File: src/rtl/fetch_pkg.sv
// Shared types and constants for the instruction fetch unit.
// The FAULT encoding exists always; it is only reachable with FETCH_MISALIGN_CHECK_EN.
package fetch_pkg;

    localparam int INSTR_WIDTH = 32;
    localparam logic [INSTR_WIDTH-1:0] NOP_INSTR = 32'h0000_0013;
    localparam logic [31:0] DEFAULT_RESET_PC = 32'h0000_0000;

    typedef enum logic [2:0] {
        IDLE  = 3'd0,
        REQ   = 3'd1,
        WAIT  = 3'd2,
        HOLD  = 3'd3,
        FAULT = 3'd4
    } fetch_state_t;

    function automatic logic word_aligned(input logic [1:0] lsb);
        return lsb == 2'b00;
    endfunction

endpackage

File: src/rtl/pc_fetch_unit_if.sv
// Instruction-memory request/response and decode valid/ready signals of the fetch unit.
// master = fetch unit side, slave = memory + decode side.
interface pc_fetch_unit_if #(
    parameter int WIDTH = 32
);
    import fetch_pkg::*;

    logic                   imem_req;
    logic [WIDTH-1:0]       imem_addr;
    logic                   imem_gnt;
    logic                   imem_rvalid;
    logic [INSTR_WIDTH-1:0] imem_rdata;

    logic                   instr_valid;
    logic [INSTR_WIDTH-1:0] instr;
    logic [WIDTH-1:0]       instr_pc;
    logic                   instr_ready;

    modport master (
        output imem_req,
        output imem_addr,
        input  imem_gnt,
        input  imem_rvalid,
        input  imem_rdata,
        output instr_valid,
        output instr,
        output instr_pc,
        input  instr_ready
    );

    modport slave (
        input  imem_req,
        input  imem_addr,
        output imem_gnt,
        output imem_rvalid,
        output imem_rdata,
        input  instr_valid,
        input  instr,
        input  instr_pc,
        output instr_ready
    );

endinterface

File: src/rtl/pc_fetch_unit.sv
// Program counter owner and single-outstanding instruction fetcher (REQ -> WAIT -> HOLD).
// FETCH_MISALIGN_CHECK_EN adds a FAULT state and the fetch_misaligned output.
//
// state | meaning
// IDLE  | one cycle after reset release, nothing issued
// REQ   | imem_req asserted (unless stalled) at pc, waiting for gnt
// WAIT  | request granted, waiting for rvalid; kill marks a stale response
// HOLD  | instruction presented to decode until accepted or redirected
// FAULT | misaligned redirect target, fetch halted until aligned redirect
module pc_fetch_unit
    import fetch_pkg::*;
#(
    parameter int               WIDTH    = 32,
    parameter logic [WIDTH-1:0] RESET_PC = WIDTH'(DEFAULT_RESET_PC)
) (
    input  logic             clk,
    input  logic             reset,
`ifdef FETCH_MISALIGN_CHECK_EN
    output logic             fetch_misaligned,
`endif
    output logic [WIDTH-1:0] pc,
    input  logic [WIDTH-1:0] pc_plus4,
    input  logic [WIDTH-1:0] pc_target,
    input  logic             redirect,
    input  logic             stall,
    pc_fetch_unit_if.master  bus
);

    fetch_state_t           state, state_nxt;
    logic [WIDTH-1:0]       pc_q, pc_nxt;
    logic                   kill, kill_nxt;
    logic                   capture;
    logic [INSTR_WIDTH-1:0] instr_q;
    logic [WIDTH-1:0]       instr_pc_q;
    logic [WIDTH-1:0]       target_load;
    logic                   req_fire;

`ifdef FETCH_MISALIGN_CHECK_EN
    logic misaligned;

    assign target_load      = pc_target;
    assign misaligned       = !word_aligned(pc_target[1:0]);
    assign fetch_misaligned = (state == FAULT);
`else
    localparam logic [WIDTH-1:0] ALIGN_MASK = ~WIDTH'(3);

    assign target_load = pc_target & ALIGN_MASK;
`endif

    assign bus.imem_req    = (state == REQ) && !stall;
    assign bus.imem_addr   = pc_q;
    assign bus.instr_valid = (state == HOLD);
    assign bus.instr       = instr_q;
    assign bus.instr_pc    = instr_pc_q;
    assign pc              = pc_q;
    assign req_fire        = bus.imem_req && bus.imem_gnt;

    always_comb begin
        state_nxt = state;
        pc_nxt    = pc_q;
        kill_nxt  = kill;
        capture   = 1'b0;
        case (state)
            IDLE: state_nxt = REQ;
            REQ: begin
                if (redirect) begin
                    pc_nxt = target_load;
                    // a grant in the redirect cycle leaves a response that must be dropped
                    kill_nxt  = req_fire;
                    state_nxt = req_fire ? WAIT : REQ;
                end else if (req_fire) begin
                    state_nxt = WAIT;
                end
            end
            WAIT: begin
                if (redirect) begin
                    pc_nxt = target_load;
                    if (bus.imem_rvalid) begin
                        kill_nxt  = 1'b0;
                        state_nxt = REQ;
                    end else begin
                        kill_nxt = 1'b1;
                    end
                end else if (bus.imem_rvalid) begin
                    if (kill) begin
                        kill_nxt  = 1'b0;
                        state_nxt = REQ;
                    end else begin
                        capture   = 1'b1;
                        state_nxt = HOLD;
                    end
                end
            end
            HOLD: begin
                if (redirect) begin
                    pc_nxt    = target_load;
                    state_nxt = REQ;
                end else if (bus.instr_ready && !stall) begin
                    pc_nxt    = pc_plus4;
                    state_nxt = REQ;
                end
            end
`ifdef FETCH_MISALIGN_CHECK_EN
            FAULT: begin
                if (redirect) begin
                    pc_nxt    = target_load;
                    state_nxt = REQ;
                end
            end
`endif
            default: state_nxt = IDLE;
        endcase
`ifdef FETCH_MISALIGN_CHECK_EN
        // any in-flight response lands in FAULT, where rvalid is ignored
        if (redirect && misaligned && (state != IDLE)) begin
            state_nxt = FAULT;
            kill_nxt  = 1'b0;
        end
`endif
    end

    always_ff @(posedge clk or posedge reset) begin
        if (reset) begin
            state      <= IDLE;
            pc_q       <= RESET_PC;
            kill       <= 1'b0;
            instr_q    <= NOP_INSTR;
            instr_pc_q <= RESET_PC;
        end else begin
            state <= state_nxt;
            pc_q  <= pc_nxt;
            kill  <= kill_nxt;
            if (capture) begin
                instr_q    <= bus.imem_rdata;
                instr_pc_q <= pc_q;
            end
        end
    end

endmodule
File: src/flat_wrapper.sv
// flat-port wrapper written by rule: the top's interface ports become plain ports
module pc_fetch_unit_flat import fetch_pkg::*;
#(
    parameter int               WIDTH    = 32,
    parameter logic [WIDTH-1:0] RESET_PC = WIDTH'(DEFAULT_RESET_PC)
)
  (clk, reset, pc, pc_plus4, pc_target, redirect, stall, bus_imem_req, bus_imem_addr, bus_imem_gnt, bus_imem_rvalid, bus_imem_rdata, bus_instr_valid, bus_instr, bus_instr_pc, bus_instr_ready);
  pc_fetch_unit_if #(.WIDTH(WIDTH)) bus_i ();
  input  logic clk;
  input  logic reset;
  output logic [WIDTH-1:0] pc;
  input  logic [WIDTH-1:0] pc_plus4;
  input  logic [WIDTH-1:0] pc_target;
  input  logic redirect;
  input  logic stall;
  output wire logic [$bits(bus_i.imem_req)-1:0] bus_imem_req;
  output wire logic [$bits(bus_i.imem_addr)-1:0] bus_imem_addr;
  input wire logic [$bits(bus_i.imem_gnt)-1:0] bus_imem_gnt;
  input wire logic [$bits(bus_i.imem_rvalid)-1:0] bus_imem_rvalid;
  input wire logic [$bits(bus_i.imem_rdata)-1:0] bus_imem_rdata;
  output wire logic [$bits(bus_i.instr_valid)-1:0] bus_instr_valid;
  output wire logic [$bits(bus_i.instr)-1:0] bus_instr;
  output wire logic [$bits(bus_i.instr_pc)-1:0] bus_instr_pc;
  input wire logic [$bits(bus_i.instr_ready)-1:0] bus_instr_ready;
  assign bus_imem_req = bus_i.imem_req;
  assign bus_imem_addr = bus_i.imem_addr;
  assign bus_i.imem_gnt = bus_imem_gnt;
  assign bus_i.imem_rvalid = bus_imem_rvalid;
  assign bus_i.imem_rdata = bus_imem_rdata;
  assign bus_instr_valid = bus_i.instr_valid;
  assign bus_instr = bus_i.instr;
  assign bus_instr_pc = bus_i.instr_pc;
  assign bus_i.instr_ready = bus_instr_ready;
  pc_fetch_unit #(.WIDTH(WIDTH), .RESET_PC(RESET_PC)) u_core (.clk(clk), .reset(reset), .pc(pc), .pc_plus4(pc_plus4), .pc_target(pc_target), .redirect(redirect), .stall(stall), .bus(bus_i));
endmodule
File: config.mk
export PLATFORM = sky130hd
export DESIGN_NAME = pc_fetch_unit_flat
export DESIGN_NICKNAME = d
export VERILOG_FILES = /design/src/rtl/fetch_pkg.sv /design/src/rtl/pc_fetch_unit_if.sv /design/src/rtl/pc_fetch_unit.sv /design/src/flat_wrapper.sv
export SDC_FILE = /design/constraint.sdc
export NUM_CORES = 1
export LEC_CHECK = 0
export BUFFER_PORTS_ARGS = -buffer_cell sky130_fd_sc_hd__buf_2
export CORE_ASPECT_RATIO = 2
export CORE_MARGIN = 5
export CORE_UTILIZATION = 47
export CTS_BUF_LIST = sky130_fd_sc_hd__clkbuf_4 sky130_fd_sc_hd__clkbuf_8
export CTS_CLUSTER_SIZE = 14
export DETAILED_ROUTE_END_ITERATION = 12
export GPL_TIMING_DRIVEN = 0
export PLACE_DENSITY_LB_ADDON = 0.12
export SLEW_MARGIN = 20
export SYNTH_ARGS = -nofsm -noshare
export SYNTH_HDL_FRONTEND = slang
export SYNTH_SLANG_ARGS = --single-unit
export TNS_END_PERCENT = 10
File: constraint.sdc
create_clock -name clk -period 4.3 [get_ports clk]
set_clock_uncertainty 0.15 [all_clocks]
set_input_delay 0.86 -clock clk [delete_from_list [all_inputs] [get_ports clk]]
set_output_delay 0.86 -clock clk [all_outputs]
set_load 0.005 [all_outputs]
==> run metrics <==
post-detailed-route via-to-cell ratio=4.95; CTS tree=built; Final Total Pwr=4.10 mW; clock transition at the register clock pins on the worst setup and hold paths after CTS=0.09 ns; CTS hold repair buffers=0; # IOs=233; net switching power figure=1.29 mW; Final nets=652; Horiz. Die Dim=79.0 µm; Reg2Reg Depth=6; commonest cells after routing, fill and taps aside=buf_2 (239), mux2_2 (114), dfrtp_1 (96), buf_4 (32); total global-route track usage=19.5%; 1st-iter DRT viols=73; topmost layer with routed signal wires=met4; post-cts resize count=0; number of max-cap violations=0; start point of the worst hold path=u_core.bus.instr_pc[1]; fin. max-slew vios=0; routability cong.=0.749; cell count after synthesis=303; Data required, critical path=3.29 ns; final setup fails=0; Mapped Nets=410; final routed DRC violation total=0; endpoints failing hold=0; utilization after layout=64.4%; transition time at the pin with the least slew margin=0.466 ns; Distinct cells, synth=28; routed wire length on met2=6010 µm; leakage power summed over all cells=3.25 nW; Final Hold Slack=0.334 ns; share of cells above drive strength 1=75.1%; design internal power=2.81 mW; CP Max Fanout=4; antenna-violating nets left=0; core outline area=9320 µm²; combinational share of power=44.3%; post-DR wirelength/cell=16.8 µm; Crit Path Category=reg2out; Clk network pwr share=15.9%; Mapped Area=4470 µm²; setup repair after global routing missed its margin=no; post-synthesis sequential element count=99; global route total overflow=0; highest ir drop seen on vdd=0.345 mV; clk root buf=clkbuf_8; antenna fix cells=0; detailed placer's ending HPWL=8820 µm; clock insertion delay at the later pin of the skew report=0.36 ns; post-synthesis average cell area=14.8 µm²; buffers from clock root to sink, at most=2; startpoint of the worst-slack reg-to-reg timing path=u_core.state[0]; post-layout instance count excluding filler cells=654; number of buffers added by the clock tree synthesis step=9; maximum achievable frequency=416 MHz; wire length of the first global-routing pass=17700 µm; most common library cell in the layout ignoring fill and taps=buf_2; Starting Density=47.9%; number of levels the H-tree was split into=3; met1 wire length=3880 µm; startpoint of the most critical setup path=u_core.state[1]; die area=11700 µm²; Cells on Worst Hold Path=1; data arrival time of the worst path=1.39 ns; vias after detailed routing=3238; number of warnings issued by yosys=0; Slew HR=69.0%; Vert. Die Dim=148 µm; Routed WL=11000 µm; part of the total power dissipated in sequential elements=39.8%; endpoint type of the worst setup path=output port; setup slack, reg-to-reg=2.03 ns; total of buffers placed on input and output ports=230; status=finished, final reports clean; antenna violations before repair=0; sequential-to-total area share from yosys stat=55.5%; power density over the cells=682 nW/µm²; Worst Hold Path EP=u_core.bus.instr_pc[1]; switching portion of total power=31.5%; endpoint of the worst register-to-register path=u_core.bus.instr_pc[9]; cell count after placement=638; minimum clock period after layout=2.40 ns; metal3 WL=817 µm; iteration count of the initial detailed-routing pass=4; number of fillers in the final layout=758; share of the clock period used by the worst path after layout=55.9%; largest net degree at the start of global routing=51; number of global-route vias before repair=3588; number of clock sinks=99; worst hold path type=reg2reg; Worst setup SP type=flop; number of standard-cell rows in the floorplan=50; Layout Area Growth over Synthesis=34.4%; count of buffers added by post-CTS timing repair for setup=0
==> final cells by class <==
type / count / area (µm²) / share of cell area (%)
clock buffers: 11 / 145 / 2.42
well taps: 104 / 130 / 2.17
clock inverters: 5 / 77.6 / 1.29
repair buffers: 231 / 1180 / 19.6
plain buffers: 44 / 319 / 5.31
inverters: 7 / 31.3 / 0.521
multi-input cells: 153 / 1640 / 27.4
flip-flops and latches: 99 / 2480 / 41.3
==> worst max-delay path, stage by stage, from the launching register on <==
cell	delay, ns
dfrtp_1	0.41
inv_1	0.10
ha_1	0.21
inv_1	0.10
nor2_1	0.10
buf_2	0.12
==> sequential cells by signal, summed over array words and instances (netlist names) <==
signal	flops
u_core.bus.imem_addr	32
u_core.state	2
u_core.kill	1
u_core.bus.instr_pc	32
u_core.bus.instr	32
==> synthesized netlist by cell type (all sizes together) <==
cell type | n | area, µm²
mux2 | 124 | 1400
dfrtp | 96 | 2400
buf | 44 | 319
inv | 7 | 26.3
ha | 4 | 50.1
dfstp | 3 | 78.8
nand2 | 3 | 11.3
nor2b | 3 | 21.3
a21oi | 2 | 10.0
a221oi | 2 | 35.0
mux2i | 2 | 20.0
nand2b | 2 | 12.5
nor2 | 2 | 7.51
a211oi | 1 | 7.51
a221o | 1 | 10.0
a22oi | 1 | 7.51
a2bb2oi | 1 | 8.76
and3b | 1 | 8.76
nand3b | 1 | 7.51
nor3 | 1 | 16.3
o21ai | 1 | 5.00
o31ai | 1 | 7.51
==> logic make-up after synthesis <==
family | after synthesis | synth area share (%)
compound gates | 10 | 2.04
simple gates | 13 | 1.90
fa+ha+maj | 4 | 1.12
flops | 99 | 55.5
buf+inv | 51 | 7.73
mux | 126 | 31.7
==> per-stage QoR <==
stage	TNS (ns)	setup WS [ns]	instance area [µm²]
detailed placement	0	1.77	5780
floorplan	0	0.705	4470
global route	0	1.79	6010
global placement	-33.13	-0.351	5750
CTS	0	1.85	6010
finish	0	1.90	6010
==> per-layer routing <==
metal	global-route usage [%]	vias up
met5	0	-
met4	8.52	0
met3	4.51	20
met2	35.1	147
met1	21.5	1559
li1	-	1512
==> power groups by stage <==
| stage | sequential [mW] | combinational (mW) | clock [mW] |
|---|---|---|---|
| 6_report | 1.63 | 1.82 | 0.653 |
| 5_1_grt | 1.70 | 1.97 | 0.712 |
| 4_1_cts | 1.63 | 1.86 | 0.673 |
| 3_5_place_dp | 1.65 | 1.86 | 0 |
| 3_3_place_gp | 1.63 | 1.82 | 0 |
| 2_1_floorplan | 1.65 | 1.01 | 0 |
==> worst max path at each step <==
| stage | endpoint | slack (ns) | cells after the start |
|---|---|---|---|
| after CTS | bus_imem_req | 1.85 | 5 |
| after floorplan | u_core.bus.imem_addr[0] | 0.70 | 1 |
| after detailed placement | u_core.bus.imem_addr[10] | 1.77 | 5 |
| after global placement | u_core.bus.instr_pc[16] | -0.35 | 2 |
| final | bus_imem_req | 1.90 | 5 |
| after global routing | bus_imem_req | 1.79 | 5 |
No activity file was read; power rests on OpenSTA's default activity.
